## src/rtl/bin2seg_seq.sv

```systemverilog
// Sequential binary-to-7-segment converter using iterative double dabble.
// Optional leading-zero blanking is enabled by defining BIN2SEG_LZ_BLANK_EN.
module bin2seg_seq #(
  parameter int unsigned WIDTH  = 8,
  parameter int unsigned DIGITS = 3
) (
  input  logic                clk,
  input  logic                rst_n,
  input  logic                start,
  input  logic [WIDTH-1:0]    din,
  output logic                busy,
  output logic                done,
  output logic                ovf,
  output logic [7*DIGITS-1:0] seg
);

  localparam int unsigned BCD_W = 4 * DIGITS;
  localparam int unsigned SEG_W = 7 * DIGITS;
  localparam int unsigned CNT_W = $clog2(WIDTH + 1);

  function automatic logic [63:0] pow10_m1(input int unsigned n);
    logic [63:0] p;
    p = 64'd1;
    for (int unsigned i = 0; i < n; i++) begin
      p = p * 64'd10;
    end
    return p - 64'd1;
  endfunction

  localparam logic [63:0] MAX_VAL = pow10_m1(DIGITS);

  function automatic logic [6:0] glyph(input logic [3:0] n);
    case (n)
      4'd0:    glyph = 7'h3F;
      4'd1:    glyph = 7'h06;
      4'd2:    glyph = 7'h5B;
      4'd3:    glyph = 7'h4F;
      4'd4:    glyph = 7'h66;
      4'd5:    glyph = 7'h6D;
      4'd6:    glyph = 7'h7D;
      4'd7:    glyph = 7'h07;
      4'd8:    glyph = 7'h7F;
      4'd9:    glyph = 7'h6F;
      default: glyph = 7'h00;
    endcase
  endfunction

  typedef enum logic [1:0] {
    IDLE  = 2'd0,
    SHIFT = 2'd1,
    LOAD  = 2'd2
  } state_t;

  state_t             state_q, state_d;
  logic [WIDTH-1:0]   bin_q, bin_d;
  logic [BCD_W-1:0]   bcd_q, bcd_d;
  logic [CNT_W-1:0]   cnt_q, cnt_d;
  logic               ovf_next_q, ovf_next_d;
  logic               busy_q, busy_d;
  logic               done_q, done_d;
  logic               ovf_q, ovf_d;
  logic [SEG_W-1:0]   seg_q, seg_d;

  logic [BCD_W-1:0]   bcd_adj;
  logic [BCD_W-1:0]   bcd_shift;
  logic [SEG_W-1:0]   seg_dec;
  logic               seen;

  // One double-dabble step: add 3 to nibbles >= 5, then shift in the next binary bit.
  always_comb begin
    bcd_adj = bcd_q;
    for (int unsigned k = 0; k < DIGITS; k++) begin
      if (bcd_q[4*k +: 4] >= 4'd5) begin
        bcd_adj[4*k +: 4] = bcd_q[4*k +: 4] + 4'd3;
      end
    end
    bcd_shift = BCD_W'({bcd_adj, bin_q[WIDTH-1]});
  end

  // Glyph decode of the final BCD value, scanning from the most significant digit.
  always_comb begin
    seg_dec = '0;
    seen    = 1'b0;
    for (int k = int'(DIGITS) - 1; k >= 0; k--) begin
`ifdef BIN2SEG_LZ_BLANK_EN
      if ((bcd_shift[4*k +: 4] != 4'd0) || (k == 0)) begin
        seen = 1'b1;
      end
      seg_dec[7*k +: 7] = seen ? glyph(bcd_shift[4*k +: 4]) : 7'h00;
`else
      seen              = 1'b1;
      seg_dec[7*k +: 7] = glyph(bcd_shift[4*k +: 4]);
`endif
    end
  end

  // Next-state and next-output logic.
  always_comb begin
    state_d    = state_q;
    bin_d      = bin_q;
    bcd_d      = bcd_q;
    cnt_d      = cnt_q;
    ovf_next_d = ovf_next_q;
    busy_d     = busy_q;
    done_d     = 1'b0;
    ovf_d      = ovf_q;
    seg_d      = seg_q;
    case (state_q)
      IDLE: begin
        if (start) begin
          bin_d      = din;
          bcd_d      = '0;
          cnt_d      = CNT_W'(WIDTH);
          ovf_next_d = (64'(din) > MAX_VAL);
          busy_d     = 1'b1;
          state_d    = SHIFT;
        end
      end
      SHIFT: begin
        bcd_d = bcd_shift;
        bin_d = bin_q << 1;
        cnt_d = cnt_q - CNT_W'(1);
        // Last step: results land in the LOAD cycle together with done.
        if (cnt_q == CNT_W'(1)) begin
          state_d = LOAD;
          done_d  = 1'b1;
          ovf_d   = ovf_next_q;
          seg_d   = ovf_next_q ? {DIGITS{7'h40}} : seg_dec;
        end
      end
      LOAD: begin
        busy_d  = 1'b0;
        state_d = IDLE;
      end
      default: begin
        state_d = IDLE;
        busy_d  = 1'b0;
      end
    endcase
  end

  always_ff @(posedge clk or negedge rst_n) begin
    if (!rst_n) begin
      state_q    <= IDLE;
      bin_q      <= '0;
      bcd_q      <= '0;
      cnt_q      <= '0;
      ovf_next_q <= 1'b0;
      busy_q     <= 1'b0;
      done_q     <= 1'b0;
      ovf_q      <= 1'b0;
      seg_q      <= '0;
    end else begin
      state_q    <= state_d;
      bin_q      <= bin_d;
      bcd_q      <= bcd_d;
      cnt_q      <= cnt_d;
      ovf_next_q <= ovf_next_d;
      busy_q     <= busy_d;
      done_q     <= done_d;
      ovf_q      <= ovf_d;
      seg_q      <= seg_d;
    end
  end

  assign busy = busy_q;
  assign done = done_q;
  assign ovf  = ovf_q;
  assign seg  = seg_q;

endmodule

```

## config.mk

```make
export PLATFORM = sky130hd
export DESIGN_NAME = bin2seg_seq
export DESIGN_NICKNAME = d
export VERILOG_FILES = /design/src/rtl/bin2seg_seq.sv
export SDC_FILE = /design/constraint.sdc
export NUM_CORES = 1
export LEC_CHECK = 0
export CAP_MARGIN = 0
export CORE_ASPECT_RATIO = 0.8
export CORE_MARGIN = 10
export CORE_UTILIZATION = 25
export CTS_CLUSTER_SIZE = 10
export DETAILED_ROUTE_END_ITERATION = 10
export PLACE_DENSITY = 0.5
export SLEW_MARGIN = 20
export SYNTH_ARGS = -nofsm -noshare
export SYNTH_HDL_FRONTEND = slang
export SYNTH_SLANG_ARGS = --single-unit
```

## constraint.sdc

```tcl
create_clock -name clk -period 2.2 [get_ports clk]
set_input_delay 0.44 -clock clk [delete_from_list [all_inputs] [get_ports clk]]
set_output_delay 0.44 -clock clk [all_outputs]
set_load 0.02 [all_outputs]
```

==> reports/metrics.yaml, run 1 <==
outcome: "finished, final reports clean"
crit_chain: "ha_2 > nand2b_4 > nor3b_1 > buf_4 > nor2_2 > inv_1 > ha_2 > inv_2 > nor2_1 > o311a_1 > o31ai_1"
reg2reg_depth: 11
holdWs_ns: 0.246
hold_buffers: 0
yosysSeqAreaShare: 0.427
power.net_switching_uw: 2820
synth_top_area_frac: 0.427
clkSinkCount: 49
cts.clk_slew.worst_paths_ns: 0.07
crit_path_start_kind: "flop"
hp-class: "primary input to asynchronous set/reset pin"
routed_wl_mm: 6.84
first_iter_violations: 142
ys_warn_count: 0
fin_skew_ns: 0.00648
r2r_end: "seg[13]"
grt_antenna_before_repair: 0
clkLatencyLatePin_ns: 0.29
power_frac_seq: 0.259
drive_gt1_frac: 0.165
worst-slew-pin-transition_ns: 0.641
p_total_uw: 6280
power_frac_comb: 0.616
worstSetupEndpointType: "flop"
globalplace.congestion: 0.779
cts_buffer_depth: 2
synth_area_leaders: "dfrtp_1 (43%), ha_1 (9.2%), nand2_1 (4.6%), o21ai_0 (3.3%), o21ai_1 (3.1%)"
n_antenna_cell: 0
path_max_fanout: 5
ys.flop_type: "dfrtp_1"
cts_tree: "done"
required_ns: 2.40
ios: 35
cp_data_arrival_time_ns: 2.32
die_y_um: 116
dieWidth_um: 140
synth_edf_count: 0
layout.nets: 388
syn2layout_area_growth_pct: 28.3
fmax_mhz: 472
cts-htree-levels: 2
globalRouteOverflowTotal: 0
cp-startpoint: "bcd_q[0]"
ant_nets: 0
slew_violations: 0
maxSlewHeadroom: 0.573
period_share: 0.962
crit_path_max_incr_delay_ns: 0.44
cts-root-buf: "clkbuf_16"
synthDistinctLibCells: 53
numPortBuffers: 33
drv_cap: 0
wire_per_inst_um: 13.7
crit_slowest_cell: "dfrtp_2"
synth_fa_ha_area_frac: 0.0915
ir_drop_v: 0.000524
synthSimpleGateAreaFrac: 0.151
drc: 0
core-area_um2: 11100
avgViaCountPerCell: 4.66
cts_made_buffers: 5
synth_top_family_by_area: "compound AO/OA/AOI/OAI gates"
r2r_slack_ns: 0.08
ys_ff_latch: 49
drtPass1Iterations: 4
fin_crit_ns: 2.12
setup_viol: 0
grt_max_degree: 50
grt_pass1_wl_mm: 11.9
synth_nets: 336
yosys.area.top_type: "dfrtp_1"
grt_pass1_vias: 2369
hold_violations: 0
die_area_um2: 16200
syn_avg_cell_area_um2: 9.44
p_int_uw: 3460
power_leakage_uw: 0.00162
initial_core_util: 0.260
track_usage: 0.0869
dp_slack_ns: 0.0378
synth_compound_area_frac: 0.241
fillers: 1147
fp-row-count: 34
p_per_area_nw_per_um2: 1710
timing.rr.start: "bcd_q[0]"
synth_xor_xnor_area_share: 0.0148
swShare: 0.449
clkPwrFrac: 0.125
setup_slack_ns: 0.0830
num_vias: 2336
syn_area_um2: 2870
synthCells: 304
async_reset_ff_frac: 1.00
dp_hpwl_mm: 4.93
synth_mux_area_frac: 0.0279
crit_type: "flop to flop"
crit_top_cell: "ha_2"
fin_tns_setup_ns: 0
state kept, by name, summed over array words and instances (netlist names):
name	cells
state_q	2
seg	21
bcd_q	12
done	1
bin_q	8
busy	1
cnt_q	4
worst max-delay path by stage:
| stage | end | cells after the start | slack (ns) |
|---|---|---|---|
| 2_1_floorplan | seg[13] | 11 | 0.06 |
| 3_3_place_gp | seg[13] | 11 | 0.07 |
| 3_5_place_dp | seg[13] | 12 | 0.04 |
| 4_1_cts | seg[13] | 11 | 0.02 |
| 5_1_grt | seg[13] | 11 | -0.02 |
| 6_report | seg[13] | 11 | 0.08 |
per-layer routing:
metal | global-route usage | share of wire | up-vias
met3 | 0.0209 | 0.030 | 6
met4 | 0.0268 | 0.010 | 0
met1 | 0.114 | 0.49 | 1126
li1 | - | - | 1181
met5 | 0 | 0 | -
met2 | 0.139 | 0.47 | 23
area by class of cell:
cell class | count | area, um2 | share of cell area
clock buffers | 5 | 125 | 0.0340
clock inverters | 3 | 21.3 | 0.00577
inverters | 17 | 68.8 | 0.0187
multi-input cells | 227 | 1560 | 0.424
flip-flops and latches | 49 | 1230 | 0.333
well taps | 144 | 180 | 0.0489
repair buffers | 56 | 498 | 0.135
cells in the final DEF (no fill, tap or decap), drive strengths merged, types with 2 or more instances in the layout:
| cell type | count |
|---|---|
| nor2b | 12 |
| a22o | 2 |
| buf | 24 |
| clkinv | 2 |
| mux2 | 2 |
| ha | 21 |
| o21ai | 37 |
| a22oi | 9 |
| a221oi | 2 |
| nor3b | 5 |
| inv | 17 |
| nor2 | 21 |
| nand2 | 36 |
| nand2b | 5 |
| a211oi | 4 |
| mux2i | 5 |
| o31ai | 8 |
| a31oi | 3 |
| xnor2 | 4 |
| a21oi | 20 |
| a21o | 6 |
| o21bai | 2 |
| nor3 | 2 |
| and2 | 6 |
| dfrtp | 49 |
| clkbuf | 5 |
| clkdlybuf4s50 | 32 |
cell families after synthesis:
kind of cell,count (synthesis)
other cells,1
simple gates,90
compound gates,104
flops,49
fa+ha+maj,21
buf+inv,28
mux,7
xor+xnor,4
per-stage QoR:
stage / util / cells / instance area (um2)
floorplan: - / 304 / 2870
global placement: 0.315 / 493 / 3490
detailed placement: 0.315 / 493 / 3490
CTS: 0.329 / 501 / 3630
global route: 0.333 / 501 / 3680
finish: 0.333 / 501 / 3680
power groups by stage:
| stage | Sequential, uW | Clock (uW) | Combinational [uW] |
|---|---|---|---|
| final | 1630 | 783 | 3870 |
| after global routing | 1700 | 854 | 4360 |
| after CTS | 1620 | 820 | 3810 |
| after detailed placement | 1640 | 0 | 3800 |
| after global placement | 1630 | 0 | 3760 |
| after floorplan | 1820 | 0 | 2290 |
synthesized netlist by cell type, drive strengths merged (3+ instances only):
master  number
a21o         6
nand2       36
and2         6
a22oi        9
buf          5
o31ai        8
o21ai       37
clkbuf       6
nor2        21
nor3b        5
dfrtp       49
ha          21
xnor2        4
inv         16
a211oi       4
mux2i        5
a21oi       20
a31oi        3
nor2b       12
nand2b       5
what timing repair did:
item	CTS	global route
setup buffers	0	0
endpoints found under the setup margin	0	18
resized for setup	0	14
critical path: cells and delay by family (launching register included):
family                   cells  cell delay (ns)
AND/OR/NAND/NOR              4             0.45
flip-flops                   1             0.44
buffers and inverters        3             0.27
AO/OA/AOI/OAI                2             0.50
adder cells (fa/ha/maj)      2             0.37
No activity file was read; power rests on OpenSTA's default activity.
==> inputs of run 2 (changes only) <==
CELL_PAD_IN_SITES_DETAIL_PLACEMENT = 0   (was unset)
CELL_PAD_IN_SITES_GLOBAL_PLACEMENT = 1   (was unset)
CORE_MARGIN = unset   (was 10)
PLACE_DENSITY = 0.59   (was 0.5)
==> run 2 against run 1 <==
Wire length is 0.50% higher. Register-to-register slack better by 0.04 ns. Combinational power is 3% higher. Largest power group unchanged. Largest cell class unchanged. Sequential power hardly changed.
==> reports/metrics.yaml, run 2 (synthesis results as in run 1) <==
cp-startpoint: "bcd_q[1]"
path_max_fanout: 6
maxSlewHeadroom: 0.647
globalRouteOverflowTotal: 0
wire_per_inst_um: 13.7
drc: 0
dp_hpwl_mm: 4.76
fin_tns_setup_ns: 0
p_per_area_nw_per_um2: 1740
n_antenna_cell: 0
grt_pass1_vias: 2368
path_buf_inv: 2
hold_violations: 0
crit_type: "flop to flop"
die_area_um2: 11900
cts_made_buffers: 5
crit_path_start_kind: "flop"
holdWs_ns: 0.101
numPortBuffers: 33
largest_reg_flops: 21
timing.rr.start: "bcd_q[1]"
period_share: 0.945
fin_skew_ns: 0.00528
outcome: "finished, final reports clean"
grt_pass1_wl_mm: 11.7
final_common_cell: "dfrtp_1"
required_ns: 2.41
cts-htree-levels: 2
slew_violations: 0
place_inst: 491
r2r_slack_ns: 0.12
globalplace.congestion: 0.764
crit_path_max_incr_delay_ns: 0.38
core-area_um2: 11000
clkLatencyLatePin_ns: 0.29
avgViaCountPerCell: 4.68
layout.nets: 389
p_total_uw: 6540
syn2layout_area_growth_pct: 31.1
initial_core_util: 0.261
drtPass1Iterations: 4
hold_buffers: 0
crit_chain: "inv_2 > ha_2 > nand2b_4 > a21oi_4 > xnor2_4 > clkinv_4 > ha_1 > or3_1 > a31oi_1"
grt_antenna_before_repair: 0
grt_max_degree: 32
hp-class: "primary input to asynchronous set/reset pin"
ios: 35
routed_wl_mm: 6.87
cts_tree: "done"
drv_cap: 0
power_leakage_uw: 0.00164
num_vias: 2348
worst-slew-pin-transition_ns: 0.529
final_cell_mix: "dfrtp_1 (49), nand2_1 (35), clkdlybuf4s50_1 (32)"
crit_slowest_cell: "dfrtp_1"
cts_buffer_depth: 2
clkSinkCount: 49
crit_cells: 9
drive_gt1_frac: 0.170
fp-row-count: 34
ir_drop_v: 0.000434
die_y_um: 97.8
cp_data_arrival_time_ns: 2.29
setup_viol: 0
fmax_mhz: 481
r2r_end: "seg[5]"
track_usage: 0.124
fin_crit_ns: 2.08
worstSetupEndpointType: "flop"
reg2reg_depth: 9
ant_nets: 0
cts-root-buf: "clkbuf_16"
dieWidth_um: 122
first_iter_violations: 107
instances_no_fill: 502
cp_top_family: "simple AND/OR/NAND/NOR gates"
cts.clk_slew.worst_paths_ns: 0.07
[run 2: timing repair]
item | CTS | global route
setup endpoints to repair | 0 | 17
setup buffers | 0 | 4
gates resized for setup | 0 | 19
hold endpoints to repair | 0 | 0
[run 2: worst max path at each step]
stage | to | slack [ns]
final | seg[5] | 0.12
after global routing | seg[12] | -0.03
after CTS | seg[5] | 0.006
after detailed placement | seg[13] | 0.03
after global placement | seg[13] | 0.06
after floorplan | seg[13] | 0.06
[run 2: through the flow]
| step | utilization | worst slack (ns) | area (um2) |
|---|---|---|---|
| after floorplan | - | 0.0622 | 2870 |
| after global placement | 0.316 | 0.0611 | 3490 |
| after detailed placement | 0.316 | 0.0339 | 3490 |
| after CTS | 0.332 | 0.00585 | 3660 |
| after global routing | 0.341 | -0.0250 | 3760 |
| final | 0.341 | 0.120 | 3760 |
[run 2: final cells by class]
| class | count | area (um2) |
|---|---|---|
| Timing Repair Buffer | 57 | 518 |
| Clock inverter | 1 | 30.0 |
| Multi-Input combinational cell | 227 | 1600 |
| Inverter | 17 | 68.8 |
| Fill cell | 1127 | 7260 |
| Tap cell | 144 | 180 |
| Sequential cell | 49 | 1230 |
| Clock buffer | 7 | 143 |
[run 2: power breakdown]
part,switching [uW],total (uW),internal (uW)
Clock,336,904,569
Sequential,326,1630,1300
Combinational,2200,4000,1810
[run 2: layer usage]
layer,track usage,part of all wire,vias to the layer above
met3,0.0228,0.027,4
met1,0.175,0.52,1131
met2,0.189,0.44,31
li1,-,-,1182
met5,0,0,-
met4,0.0370,0.010,0
